<file path="src/rtl/uart_hex_frame_parser_if.sv">
// uart_hex_frame_parser_if
//   Bundles the byte-stream input and the decoded-word output of the ASCII-hex
//   frame parser.
//   slave  : the parser side (consumes bytes, drives decoded fields)
//   master : the host/UART side (drives bytes, observes decoded fields)
//   Signals:
//     i_byte_available  one-cycle strobe, i_byte valid
//     i_byte            received ASCII character
//     o_command         decoded command field
//     o_address         decoded address field
//     o_data            current decoded data word
//     o_data_count      words remaining after the current one
//     o_ready           one-cycle pulse, decoded fields valid
//     o_error           one-cycle pulse on frame abort
//     o_error_code      1=non-hex, 2=timeout, 3=resync; held until next error
//     o_busy            parser is inside a frame
interface uart_hex_frame_parser_if #(
  parameter int unsigned COUNT_NIBBLES = 7,
  parameter int unsigned CMD_NIBBLES   = 8,
  parameter int unsigned ADDR_NIBBLES  = 8,
  parameter int unsigned DATA_NIBBLES  = 8
);
  logic                         i_byte_available;
  logic [7:0]                   i_byte;
  logic [4*CMD_NIBBLES-1:0]     o_command;
  logic [4*ADDR_NIBBLES-1:0]    o_address;
  logic [4*DATA_NIBBLES-1:0]    o_data;
  logic [4*COUNT_NIBBLES-1:0]   o_data_count;
  logic                         o_ready;
  logic                         o_error;
  logic [1:0]                   o_error_code;
  logic                         o_busy;

  modport slave (
    input  i_byte_available, i_byte,
    output o_command, o_address, o_data, o_data_count,
    output o_ready, o_error, o_error_code, o_busy
  );

  modport master (
    output i_byte_available, i_byte,
    input  o_command, o_address, o_data, o_data_count,
    input  o_ready, o_error, o_error_code, o_busy
  );
endinterface

</file>
<file path="src/rtl/uart_hex_frame_parser.sv">
// uart_hex_frame_parser
//   Turns an ASCII-hex byte stream into count/command/address/data words.
//   Frame: START_CHAR, COUNT_NIBBLES count digits, CMD_NIBBLES command digits,
//   ADDR_NIBBLES address digits, then (count + 1) words of DATA_NIBBLES digits.
//   Each completed data word produces a one-cycle o_ready, with o_data_count
//   holding the number of words still to come. Non-hex bytes, a START_CHAR
//   inside a frame, and inter-byte idle of TIMEOUT clocks abort the frame
//   with a one-cycle o_error and a sticky o_error_code.
//   Ports:
//     i_clk   system clock
//     i_rst   synchronous active-low reset
//     io_bus  byte input / decoded output bundle (slave side)
module uart_hex_frame_parser #(
  parameter int unsigned COUNT_NIBBLES = 7,
  parameter int unsigned CMD_NIBBLES   = 8,
  parameter int unsigned ADDR_NIBBLES  = 8,
  parameter int unsigned DATA_NIBBLES  = 8,
  parameter logic [7:0]  START_CHAR    = 8'h4C,
  parameter int unsigned TIMEOUT       = 1000
) (
  input  logic                    i_clk,
  input  logic                    i_rst,
  uart_hex_frame_parser_if.slave  io_bus
);

  localparam int unsigned NW = 4 * COUNT_NIBBLES;
  localparam int unsigned CW = 4 * CMD_NIBBLES;
  localparam int unsigned AW = 4 * ADDR_NIBBLES;
  localparam int unsigned DW = 4 * DATA_NIBBLES;

  localparam int unsigned MaxA   = (COUNT_NIBBLES > CMD_NIBBLES) ? COUNT_NIBBLES : CMD_NIBBLES;
  localparam int unsigned MaxB   = (ADDR_NIBBLES > DATA_NIBBLES) ? ADDR_NIBBLES : DATA_NIBBLES;
  localparam int unsigned MaxNib = (MaxA > MaxB) ? MaxA : MaxB;
  localparam int unsigned NCW    = (MaxNib > 1) ? $clog2(MaxNib) : 1;

  localparam logic [NCW-1:0] CountLast = NCW'(COUNT_NIBBLES - 1);
  localparam logic [NCW-1:0] CmdLast   = NCW'(CMD_NIBBLES - 1);
  localparam logic [NCW-1:0] AddrLast  = NCW'(ADDR_NIBBLES - 1);
  localparam logic [NCW-1:0] DataLast  = NCW'(DATA_NIBBLES - 1);

  // Timer holds 0..TIMEOUT-1; the abort fires on the clock it would reach TIMEOUT.
  localparam int unsigned    TW        = (TIMEOUT > 1) ? $clog2(TIMEOUT) : 1;
  localparam logic [TW-1:0]  TimerLast = TW'(TIMEOUT - 1);
  localparam bit             TimeoutEn = (TIMEOUT != 0);

  localparam logic [1:0] ErrNonHex  = 2'd1;
  localparam logic [1:0] ErrTimeout = 2'd2;
  localparam logic [1:0] ErrResync  = 2'd3;

  typedef enum logic [2:0] {
    StIdle,
    StCount,
    StCommand,
    StAddress,
    StData
  } state_e;

  state_e           r_state;
  logic [NW-1:0]    r_count;       // count field, then remaining-word counter
  logic [CW-1:0]    r_cmd;
  logic [AW-1:0]    r_addr;
  logic [DW-1:0]    r_data_sh;     // data word being assembled
  logic [DW-1:0]    r_data;        // last completed data word
  logic [NW-1:0]    r_data_count;
  logic [NCW-1:0]   r_nib;
  logic [TW-1:0]    r_timer;
  logic             r_ready;
  logic             r_error;
  logic [1:0]       r_error_code;

  logic             w_is_hex;
  logic [3:0]       w_nib;
  logic             w_is_start;
  logic [NW-1:0]    w_count_sh;
  logic [CW-1:0]    w_cmd_sh;
  logic [AW-1:0]    w_addr_sh;
  logic [DW-1:0]    w_data_sh;

  // ASCII hex decode; 'A'/'a' have low nibble 1, so add 9 to get 10.
  always_comb begin
    w_is_hex = 1'b1;
    w_nib    = 4'd0;
    if (io_bus.i_byte >= 8'h30 && io_bus.i_byte <= 8'h39) begin
      w_nib = io_bus.i_byte[3:0];
    end else if ((io_bus.i_byte >= 8'h41 && io_bus.i_byte <= 8'h46) ||
                 (io_bus.i_byte >= 8'h61 && io_bus.i_byte <= 8'h66)) begin
      w_nib = io_bus.i_byte[3:0] + 4'd9;
    end else begin
      w_is_hex = 1'b0;
    end
  end

  assign w_is_start = (io_bus.i_byte == START_CHAR);
  assign w_count_sh = (r_count << 4) | NW'(w_nib);
  assign w_cmd_sh   = (r_cmd << 4) | CW'(w_nib);
  assign w_addr_sh  = (r_addr << 4) | AW'(w_nib);
  assign w_data_sh  = (r_data_sh << 4) | DW'(w_nib);

  always_ff @(posedge i_clk) begin
    if (!i_rst) begin
      r_state      <= StIdle;
      r_count      <= '0;
      r_cmd        <= '0;
      r_addr       <= '0;
      r_data_sh    <= '0;
      r_data       <= '0;
      r_data_count <= '0;
      r_nib        <= '0;
      r_timer      <= '0;
      r_ready      <= 1'b0;
      r_error      <= 1'b0;
      r_error_code <= 2'd0;
    end else begin
      r_ready <= 1'b0;
      r_error <= 1'b0;

      if (io_bus.i_byte_available) begin
        // A consumed byte always restarts the idle timer, even on the
        // clock the timer would otherwise have expired.
        r_timer <= '0;
        if (w_is_start) begin
          // Start character always opens a fresh frame; inside a frame it
          // also reports the abandoned one.
          r_count      <= '0;
          r_cmd        <= '0;
          r_addr       <= '0;
          r_data_sh    <= '0;
          r_data       <= '0;
          r_data_count <= '0;
          r_nib        <= '0;
          r_state      <= StCount;
          if (r_state != StIdle) begin
            r_error      <= 1'b1;
            r_error_code <= ErrResync;
          end
        end else if (r_state == StIdle) begin
          // Noise between frames (CR/LF etc.) is dropped silently.
        end else if (!w_is_hex) begin
          r_error      <= 1'b1;
          r_error_code <= ErrNonHex;
          r_nib        <= '0;
          r_state      <= StIdle;
        end else begin
          case (r_state)
            StCount: begin
              r_count <= w_count_sh;
              if (r_nib == CountLast) begin
                r_nib   <= '0;
                r_state <= StCommand;
              end else begin
                r_nib <= r_nib + NCW'(1);
              end
            end
            StCommand: begin
              r_cmd <= w_cmd_sh;
              if (r_nib == CmdLast) begin
                r_nib   <= '0;
                r_state <= StAddress;
              end else begin
                r_nib <= r_nib + NCW'(1);
              end
            end
            StAddress: begin
              r_addr <= w_addr_sh;
              if (r_nib == AddrLast) begin
                r_nib   <= '0;
                r_state <= StData;
              end else begin
                r_nib <= r_nib + NCW'(1);
              end
            end
            StData: begin
              if (r_nib == DataLast) begin
                r_data       <= w_data_sh;
                r_data_count <= r_count;
                r_ready      <= 1'b1;
                r_data_sh    <= '0;
                r_nib        <= '0;
                if (r_count != '0) begin
                  r_count <= r_count - NW'(1);
                end else begin
                  r_state <= StIdle;
                end
              end else begin
                r_data_sh <= w_data_sh;
                r_nib     <= r_nib + NCW'(1);
              end
            end
            default: r_state <= StIdle;
          endcase
        end
      end else if (r_state != StIdle) begin
        if (TimeoutEn && (r_timer == TimerLast)) begin
          r_error      <= 1'b1;
          r_error_code <= ErrTimeout;
          r_nib        <= '0;
          r_timer      <= '0;
          r_state      <= StIdle;
        end else begin
          r_timer <= r_timer + TW'(1);
        end
      end else begin
        r_timer <= '0;
      end
    end
  end

  assign io_bus.o_command    = r_cmd;
  assign io_bus.o_address    = r_addr;
  assign io_bus.o_data       = r_data;
  assign io_bus.o_data_count = r_data_count;
  assign io_bus.o_ready      = r_ready;
  assign io_bus.o_error      = r_error;
  assign io_bus.o_error_code = r_error_code;
  assign io_bus.o_busy       = (r_state != StIdle);

endmodule

</file>
<file path="src/flat_wrapper.sv">
// flat-port wrapper written by rule: the top's interface ports become plain ports
module uart_hex_frame_parser_flat 
#(
  parameter int unsigned COUNT_NIBBLES = 7,
  parameter int unsigned CMD_NIBBLES   = 8,
  parameter int unsigned ADDR_NIBBLES  = 8,
  parameter int unsigned DATA_NIBBLES  = 8,
  parameter logic [7:0]  START_CHAR    = 8'h4C,
  parameter int unsigned TIMEOUT       = 1000
)
  (i_clk, i_rst, io_bus_i_byte_available, io_bus_i_byte, io_bus_o_command, io_bus_o_address, io_bus_o_data, io_bus_o_data_count, io_bus_o_ready, io_bus_o_error, io_bus_o_error_code, io_bus_o_busy);
  uart_hex_frame_parser_if #(.COUNT_NIBBLES(COUNT_NIBBLES), .CMD_NIBBLES(CMD_NIBBLES), .ADDR_NIBBLES(ADDR_NIBBLES), .DATA_NIBBLES(DATA_NIBBLES)) io_bus_i ();
  input  logic i_clk;
  input  logic i_rst;
  input wire logic [$bits(io_bus_i.i_byte_available)-1:0] io_bus_i_byte_available;
  input wire logic [$bits(io_bus_i.i_byte)-1:0] io_bus_i_byte;
  output wire logic [$bits(io_bus_i.o_command)-1:0] io_bus_o_command;
  output wire logic [$bits(io_bus_i.o_address)-1:0] io_bus_o_address;
  output wire logic [$bits(io_bus_i.o_data)-1:0] io_bus_o_data;
  output wire logic [$bits(io_bus_i.o_data_count)-1:0] io_bus_o_data_count;
  output wire logic [$bits(io_bus_i.o_ready)-1:0] io_bus_o_ready;
  output wire logic [$bits(io_bus_i.o_error)-1:0] io_bus_o_error;
  output wire logic [$bits(io_bus_i.o_error_code)-1:0] io_bus_o_error_code;
  output wire logic [$bits(io_bus_i.o_busy)-1:0] io_bus_o_busy;
  assign io_bus_i.i_byte_available = io_bus_i_byte_available;
  assign io_bus_i.i_byte = io_bus_i_byte;
  assign io_bus_o_command = io_bus_i.o_command;
  assign io_bus_o_address = io_bus_i.o_address;
  assign io_bus_o_data = io_bus_i.o_data;
  assign io_bus_o_data_count = io_bus_i.o_data_count;
  assign io_bus_o_ready = io_bus_i.o_ready;
  assign io_bus_o_error = io_bus_i.o_error;
  assign io_bus_o_error_code = io_bus_i.o_error_code;
  assign io_bus_o_busy = io_bus_i.o_busy;
  uart_hex_frame_parser #(.COUNT_NIBBLES(COUNT_NIBBLES), .CMD_NIBBLES(CMD_NIBBLES), .ADDR_NIBBLES(ADDR_NIBBLES), .DATA_NIBBLES(DATA_NIBBLES), .START_CHAR(START_CHAR), .TIMEOUT(TIMEOUT)) u_core (.i_clk(i_clk), .i_rst(i_rst), .io_bus(io_bus_i));
endmodule
</file>
<file path="config.mk">
export PLATFORM = sky130hd
export DESIGN_NAME = uart_hex_frame_parser_flat
export DESIGN_NICKNAME = d
export VERILOG_FILES = /design/src/rtl/uart_hex_frame_parser_if.sv /design/src/rtl/uart_hex_frame_parser.sv /design/src/flat_wrapper.sv
export SDC_FILE = /design/constraint.sdc
export NUM_CORES = 1
export LEC_CHECK = 0
export CORE_MARGIN = 2
export CORE_UTILIZATION = 54
export DETAILED_ROUTE_END_ITERATION = 16
export PLACE_DENSITY = 0.89
export RECOVER_POWER = 100
export SYNTH_ARGS = -nofsm -noshare
export SYNTH_HDL_FRONTEND = slang
export SYNTH_SLANG_ARGS = --single-unit
</file>
<file path="constraint.sdc">
create_clock -name i_clk -period 3.7 [get_ports i_clk]
set_clock_uncertainty 0.1 [all_clocks]
set_input_delay 1.11 -clock i_clk [delete_from_list [all_inputs] [get_ports i_clk]]
set_output_delay 1.11 -clock i_clk [all_outputs]
set_load 0.005 [all_outputs]
</file>
==> results of run 1 <==
[worst reg2reg max path, cell delays in order, from the launching register on]
cell       delay [ns]
dfxtp_1          0.38
nor4_1           0.64
nand4_1          0.29
o31ai_1          0.54
a2bb2oi_1        0.15
buf_4            0.21
nand3_1          0.31
o21ai_0          0.16
[per-layer routing]
| metal | vias up | share of wire | track usage | wire, microns |
|---|---|---|---|---|
| li1 | 3997 | - | - | - |
| met1 | 3918 | 0.44 | 0.352 | 10200 |
| met2 | 316 | 0.47 | 0.415 | 10900 |
| met3 | 43 | 0.075 | 0.0651 | 1750 |
| met4 | 0 | 0.017 | 0.0860 | 396 |
| met5 | - | 0 | 0 | 0 |
[layout by cell type (no fill, tap or decap), types with 28 or more instances in the layout]
cell type	count
nor2_1	59
o21a_1	30
and3_1	28
dlygate4sd3_1	130
a21oi_1	142
nand3_1	125
nand2b_1	61
buf_4	30
dfxtp_1	200
nor2b_1	28
nand2_1	91
[cell families after synthesis]
| kind of cell | after synthesis |
|---|---|
| AO/OA/AOI/OAI | 277 |
| XOR/XNOR | 14 |
| adder cells (fa/ha/maj) | 9 |
| buffers and inverters | 104 |
| flip-flops | 200 |
| multiplexers | 10 |
| AND/OR/NAND/NOR | 454 |
[sequential cells by signal (all words and copies together) (netlist names)]
name	flops
u_core.io_bus.o_error	1
u_core.io_bus.o_address	32
u_core.r_nib	3
u_core.io_bus.o_data	32
u_core.io_bus.o_error_code	2
u_core.r_timer	10
u_core.r_count	28
u_core.io_bus.o_command	32
u_core.io_bus.o_ready	1
u_core.r_data_sh	28
u_core.r_state	3
u_core.io_bus.o_data_count	28
[stage by stage]
step / util / hold slack, ns
global placement: 0.664 / 0.328
finish: 0.694 / 0.351
global route: 0.694 / 0.368
CTS: 0.700 / 0.352
floorplan: - / 0.318
detailed placement: 0.664 / 0.338
[worst paths after layout]
| path | slack (ns) | end | start |
|---|---|---|---|
| hold / removal | 0.35 | u_core.r_timer[0] | u_core.r_timer[0] |
| setup reg to reg | 0.80 | u_core.r_count[13] | u_core.r_count[23] |
| hold reg to reg | 0.35 | u_core.r_timer[0] | u_core.r_timer[0] |
| setup / recovery | 0.17 | u_core.io_bus.o_data[22] | io_bus_i_byte[6] |
[cell type report]
| class | instances | area share |
|---|---|---|
| well taps | 216 | 0.0243 |
| inverters | 17 | 0.00597 |
| multi-input cells | 764 | 0.397 |
| flip-flops and latches | 200 | 0.360 |
| clock buffers | 22 | 0.0418 |
| clock inverters | 10 | 0.0104 |
| repair buffers | 181 | 0.160 |
[power by group through the flow]
stage               combinational (W)  sequential, W  clock (W)
floorplan                   0.0000586        0.00220          0
global placement            0.0000993        0.00220          0
detailed placement           0.000100        0.00220          0
CTS                          0.000100        0.00215    0.00185
global route                 0.000108        0.00215    0.00194
finish                      0.0000999        0.00215    0.00184
==> flow_summary.toml, run 1 <==
[floorplan]
initial_utilization = 0.558
fp.dieArea_sq_um = 17600
ios = 140
die_h_microns = 133
die_w_microns = 133
coreArea_sq_um = 16000
rows = 46

[clock_network]
clk_latency_ns = 0.44
cts_tree = "built"
cts_buffer_depth = 2
post_cts_resized = 0
hold_buffers = 0
cts_htree_levels = 4
path_clk_slew_ns = 0.07
clock-sinks = 200
post_cts_buffers = 0
cts_buffers = 17
cts-root-buf = "clkbuf_16"

[logic_synthesis]
ys_async_sr_fraction = 0
synth_top_family_by_area = "simple AND/OR/NAND/NOR gates"
yosysMostFrequentCell = "dfxtp_1"
synth-main-ff-cell = "dfxtp_1"
synthCells = 1068
synthAdderAreaFrac = 0.0126
synth_compound_area_frac = 0.195
netlist-cell-type-count = 69
synth_mux_area_frac = 0.0112
synth_xor_area_frac = 0.0137
synth.avg_cell_area_sq_um = 8.35
synth_area_leader_cell = "dfxtp_1"
synthSimpleGateAreaFrac = 0.265
synth.top_cells.by_count = "200 x dfxtp_1, 142 x a21oi_1, 124 x nand3_1, 91 x nand2_1"
ys_seq_elements = 200
synth_nets = 1088
synth_edf_count = 0
ys_seq_area_frac = 0.449
synth_top_cell_area_share = 0.449
syn_area_sq_um = 8920
yosys-top-cells-area = "dfxtp_1 45%, a21oi_1 8.0%, nand3_1 7.0%"
ys_warn_count = 0

[route]
first_pass_iters = 8
avgViaCountPerCell = 5.87
wl_per_cell_microns = 16.5
drt_iter0_drc = 909
ant_nets = 0
drc = 0
routed_wl_microns = 23200
vias = 8274

[layout]
area_growth_pct = 24.5
seqCellArea_sq_um = 4000
nets = 1201
multiInputGateArea_sq_um = 4410
stdcell_area_sq_um = 11100
fillers = 1300
drive_gt1_frac = 0.0737
num_antenna_cells = 0
layout.cells.non_filler = 1410

[sta]
rsz0062_at_grt = "false"
setup_tns_ns = 0
setup_ws_ns = 0.170
finalSetupViolCount = 0
period_share = 0.954
finalHoldViolations = 0
maxSlewViolCount = 0
slew_headroom = 0.550
worstMarginPinSlew_ns = 0.669
max_freq_ghz = 0.283
min_period_ns = 3.53

[setup_path]
critPathSlowestCell = "clkdlybuf4s50_1"
cp_data_arrival_time_ns = 3.79
end_kind = "register"
cp_num_buf_inv = 3
cp.required_ns = 3.96
worstRegToRegCells = 7
cpLargestDelayFamily = "simple AND/OR/NAND/NOR gates"
crit_path_max_fanout = 29
crit_path_max_incr_delay_ns = 0.49
crit_chain = "clkdlybuf4s50_1 > or3b_4 > nor4_4 > o211ai_1 > a21oi_4 > buf_4 > buf_4 > nand3_1 > a21oi_1"
startpoint_type = "input pin"
cp_common_cell = "buf_4"
path_depth = 9
criticalPathCategory = "input pin to register"

[placed_design]
place_area_sq_um = 10600
place_hpwl_microns = 15200
portBuffers = 139
placedCellCount = 1378
routabilityCongestion = 0.893
dp_slack_ns = -0.0454

[power_and_ir_drop]
powerDensity_nw_per_um2 = 368
p_sw_frac = 0.226
pwr-share-clk = 0.449
ir_drop_uv = 325
power_frac_comb = 0.024
power_w = 0.00409
p_int_w = 0.00317
leakage_nw = 4.28
power_frac_seq = 0.526
p_sw_w = 0.000923

[global_routing]
groute.usage.overall = 0.262
grt_pass1_vias = 7602
grt_pass1_wl_microns = 38500
antenna_found_initial = 0
overflow = 0
grt_start_max_net_pins = 120

[worst_hold_path]
min_path_cells = 1
hold_path.class = "register to register"

[run_status]
status = "finished, final reports clean"

[flow_run]
maxCapViolCount = 0
Note: power is estimated with default switching activity, not from simulation.
==> run 2: changes to the inputs <==
==> constraint.sdc (replaced) <==
create_clock -name i_clk -period 3.6 [get_ports i_clk]
set_clock_uncertainty 0.1 [all_clocks]
set_input_delay 1.08 -clock i_clk [delete_from_list [all_inputs] [get_ports i_clk]]
set_output_delay 1.08 -clock i_clk [all_outputs]
set_load 0.005 [all_outputs]
==> flow_summary.toml, run 2 (same netlist as run 1, synthesis figures left out) <==
[layout]
nets = 1205
num_antenna_cells = 0
final_common_cell = "dfxtp_1"
fin_util = 0.700
drive_gt1_frac = 0.0826
final_cell_mix = "200 x dfxtp_1, 142 x a21oi_1, 130 x dlygate4sd3_1, 124 x nand3_1, 91 x nand2_1"
fillers = 1283
area_growth_pct = 25.6

[route]
drt_iter0_drc = 888
wl_per_cell_microns = 16.6
drc = 0
avgViaCountPerCell = 5.84
ant_nets = 0
routed_wl_microns = 23500
first_pass_iters = 5
vias = 8253

[flow_run]
maxCapViolCount = 0

[global_routing]
antenna_found_initial = 0
groute.usage.overall = 0.267
grt_start_max_net_pins = 70
overflow = 0
grt_pass1_wl_microns = 38900
grt_pass1_vias = 7751

[clock_network]
cts_htree_levels = 4
hold_buffers = 0
cts_tree = "built"
clk_latency_ns = 0.44
clock-sinks = 200
cts-root-buf = "clkbuf_16"
post_cts_resized = 0
cts_buffer_depth = 2
path_clk_slew_ns = 0.07
cts_buffers = 17
post_cts_buffers = 0

[worst_hold_path]
min_to = "u_core.r_timer[0]"
hold_start = "u_core.r_timer[0]"
min_path_cells = 1
hold_path.class = "register to register"

[setup_path]
reg2reg_from = "u_core.r_count[14]"
crit_path_max_fanout = 44
crit_chain = "clkdlybuf4s50_1 > or3b_4 > nor4_4 > o211ai_2 > a21oi_2 > buf_12 > mux2i_1 > nor2_1"
startpoint_type = "input pin"
criticalPathCategory = "input pin to register"
cp_num_buf_inv = 2
end_kind = "register"
critPathSlowestCell = "a21oi_2"
timing.rr.end = "u_core.r_count[6]"
cp_data_arrival_time_ns = 3.59
crit_path_max_incr_delay_ns = 0.48
rrSetupSlack_ns = 0.93
cp.required_ns = 3.81
cpLargestDelayFamily = "simple AND/OR/NAND/NOR gates"
worstRegToRegCells = 7

[floorplan]
die_h_microns = 133
die_w_microns = 133
fp.dieArea_sq_um = 17600
coreArea_sq_um = 16000
ios = 140
initial_utilization = 0.558
rows = 46

[placed_design]
place_hpwl_microns = 15700
portBuffers = 139
routabilityCongestion = 0.927

[sta]
rsz0062_at_grt = "false"
finalSetupViolCount = 0
period_share = 0.939
maxSlewViolCount = 0
max_freq_ghz = 0.296
finalHoldViolations = 0
worstMarginPinSlew_ns = 0.602
hold_ws_ns = 0.349
slew_headroom = 0.595
min_period_ns = 3.38

[power_and_ir_drop]
ir_drop_uv = 290
powerDensity_nw_per_um2 = 374
leakage_nw = 4.33

[run_status]
status = "finished, final reports clean"
## run 2: cell type report
| cell class | instances | area (sq um) | share of cell area |
|---|---|---|---|
| inverters | 17 | 66.3 | 0.00592 |
| clock buffers | 18 | 439 | 0.0392 |
| repair buffers | 185 | 1860 | 0.166 |
| multi-input cells | 764 | 4420 | 0.395 |
| clock inverters | 14 | 140 | 0.0125 |
| well taps | 216 | 270 | 0.0241 |
| flip-flops and latches | 200 | 4000 | 0.357 |
## run 2: worst max path at each step
stage                                endpoint  cells past startpoint  slack, ns              from
2_1_floorplan            u_core.r_data_sh[13]                     10       0.46  io_bus_i_byte[1]
3_3_place_gp    u_core.io_bus.o_data_count[6]                      8      -0.03  io_bus_i_byte[6]
3_5_place_dp                u_core.r_count[7]                      8      -0.13  io_bus_i_byte[6]
4_1_cts                     u_core.r_state[2]                      7       0.27  io_bus_i_byte[6]
5_1_grt        u_core.io_bus.o_data_count[23]                     11       0.05  io_bus_i_byte[0]
6_report       u_core.io_bus.o_data_count[23]                      8       0.22  io_bus_i_byte[6]
## run 2: metrics by stage
| stage | TNS, ns | std cells | cell area (sq um) | power (W) | worst slack, ns |
|---|---|---|---|---|---|
| after detailed placement | -4.37 | 1382 | 10700 | 0.00237 | -0.134 |
| after global routing | 0 | 1414 | 11200 | 0.00431 | 0.0517 |
| after global placement | -0.148 | 1382 | 10700 | 0.00237 | -0.0313 |
| after CTS | 0 | 1414 | 11200 | 0.00421 | 0.267 |
| final | 0 | 1414 | 11200 | 0.00419 | 0.218 |
| after floorplan | 0 | 1068 | 8920 | 0.00232 | 0.462 |
## run 2: per-layer routing
metal / wire length [microns] / vias to the layer above / share of wire / track usage
li1: - / 4010 / - / -
met5: 0 / - / 0 / 0
met3: 1670 / 42 / 0.071 / 0.0678
met1: 10200 / 3902 / 0.44 / 0.343
met2: 11100 / 299 / 0.47 / 0.433
met4: 459 / 0 / 0.020 / 0.0986
## run 2: report_power, final
part           internal, W  switching (W)
clock network     0.000990       0.000882
registers          0.00221    0.000000585
logic            0.0000350      0.0000713
total              0.00324       0.000953
## run 2: worst register-to-register path: stages (launching register included)
cell and delay [ns]:
dfxtp_1 0.40, nor4_2 0.55, nand2_1 0.28, o31a_1 0.45, o22ai_1 0.25, buf_12 0.20
a21oi_1 0.06, o221a_2 0.28
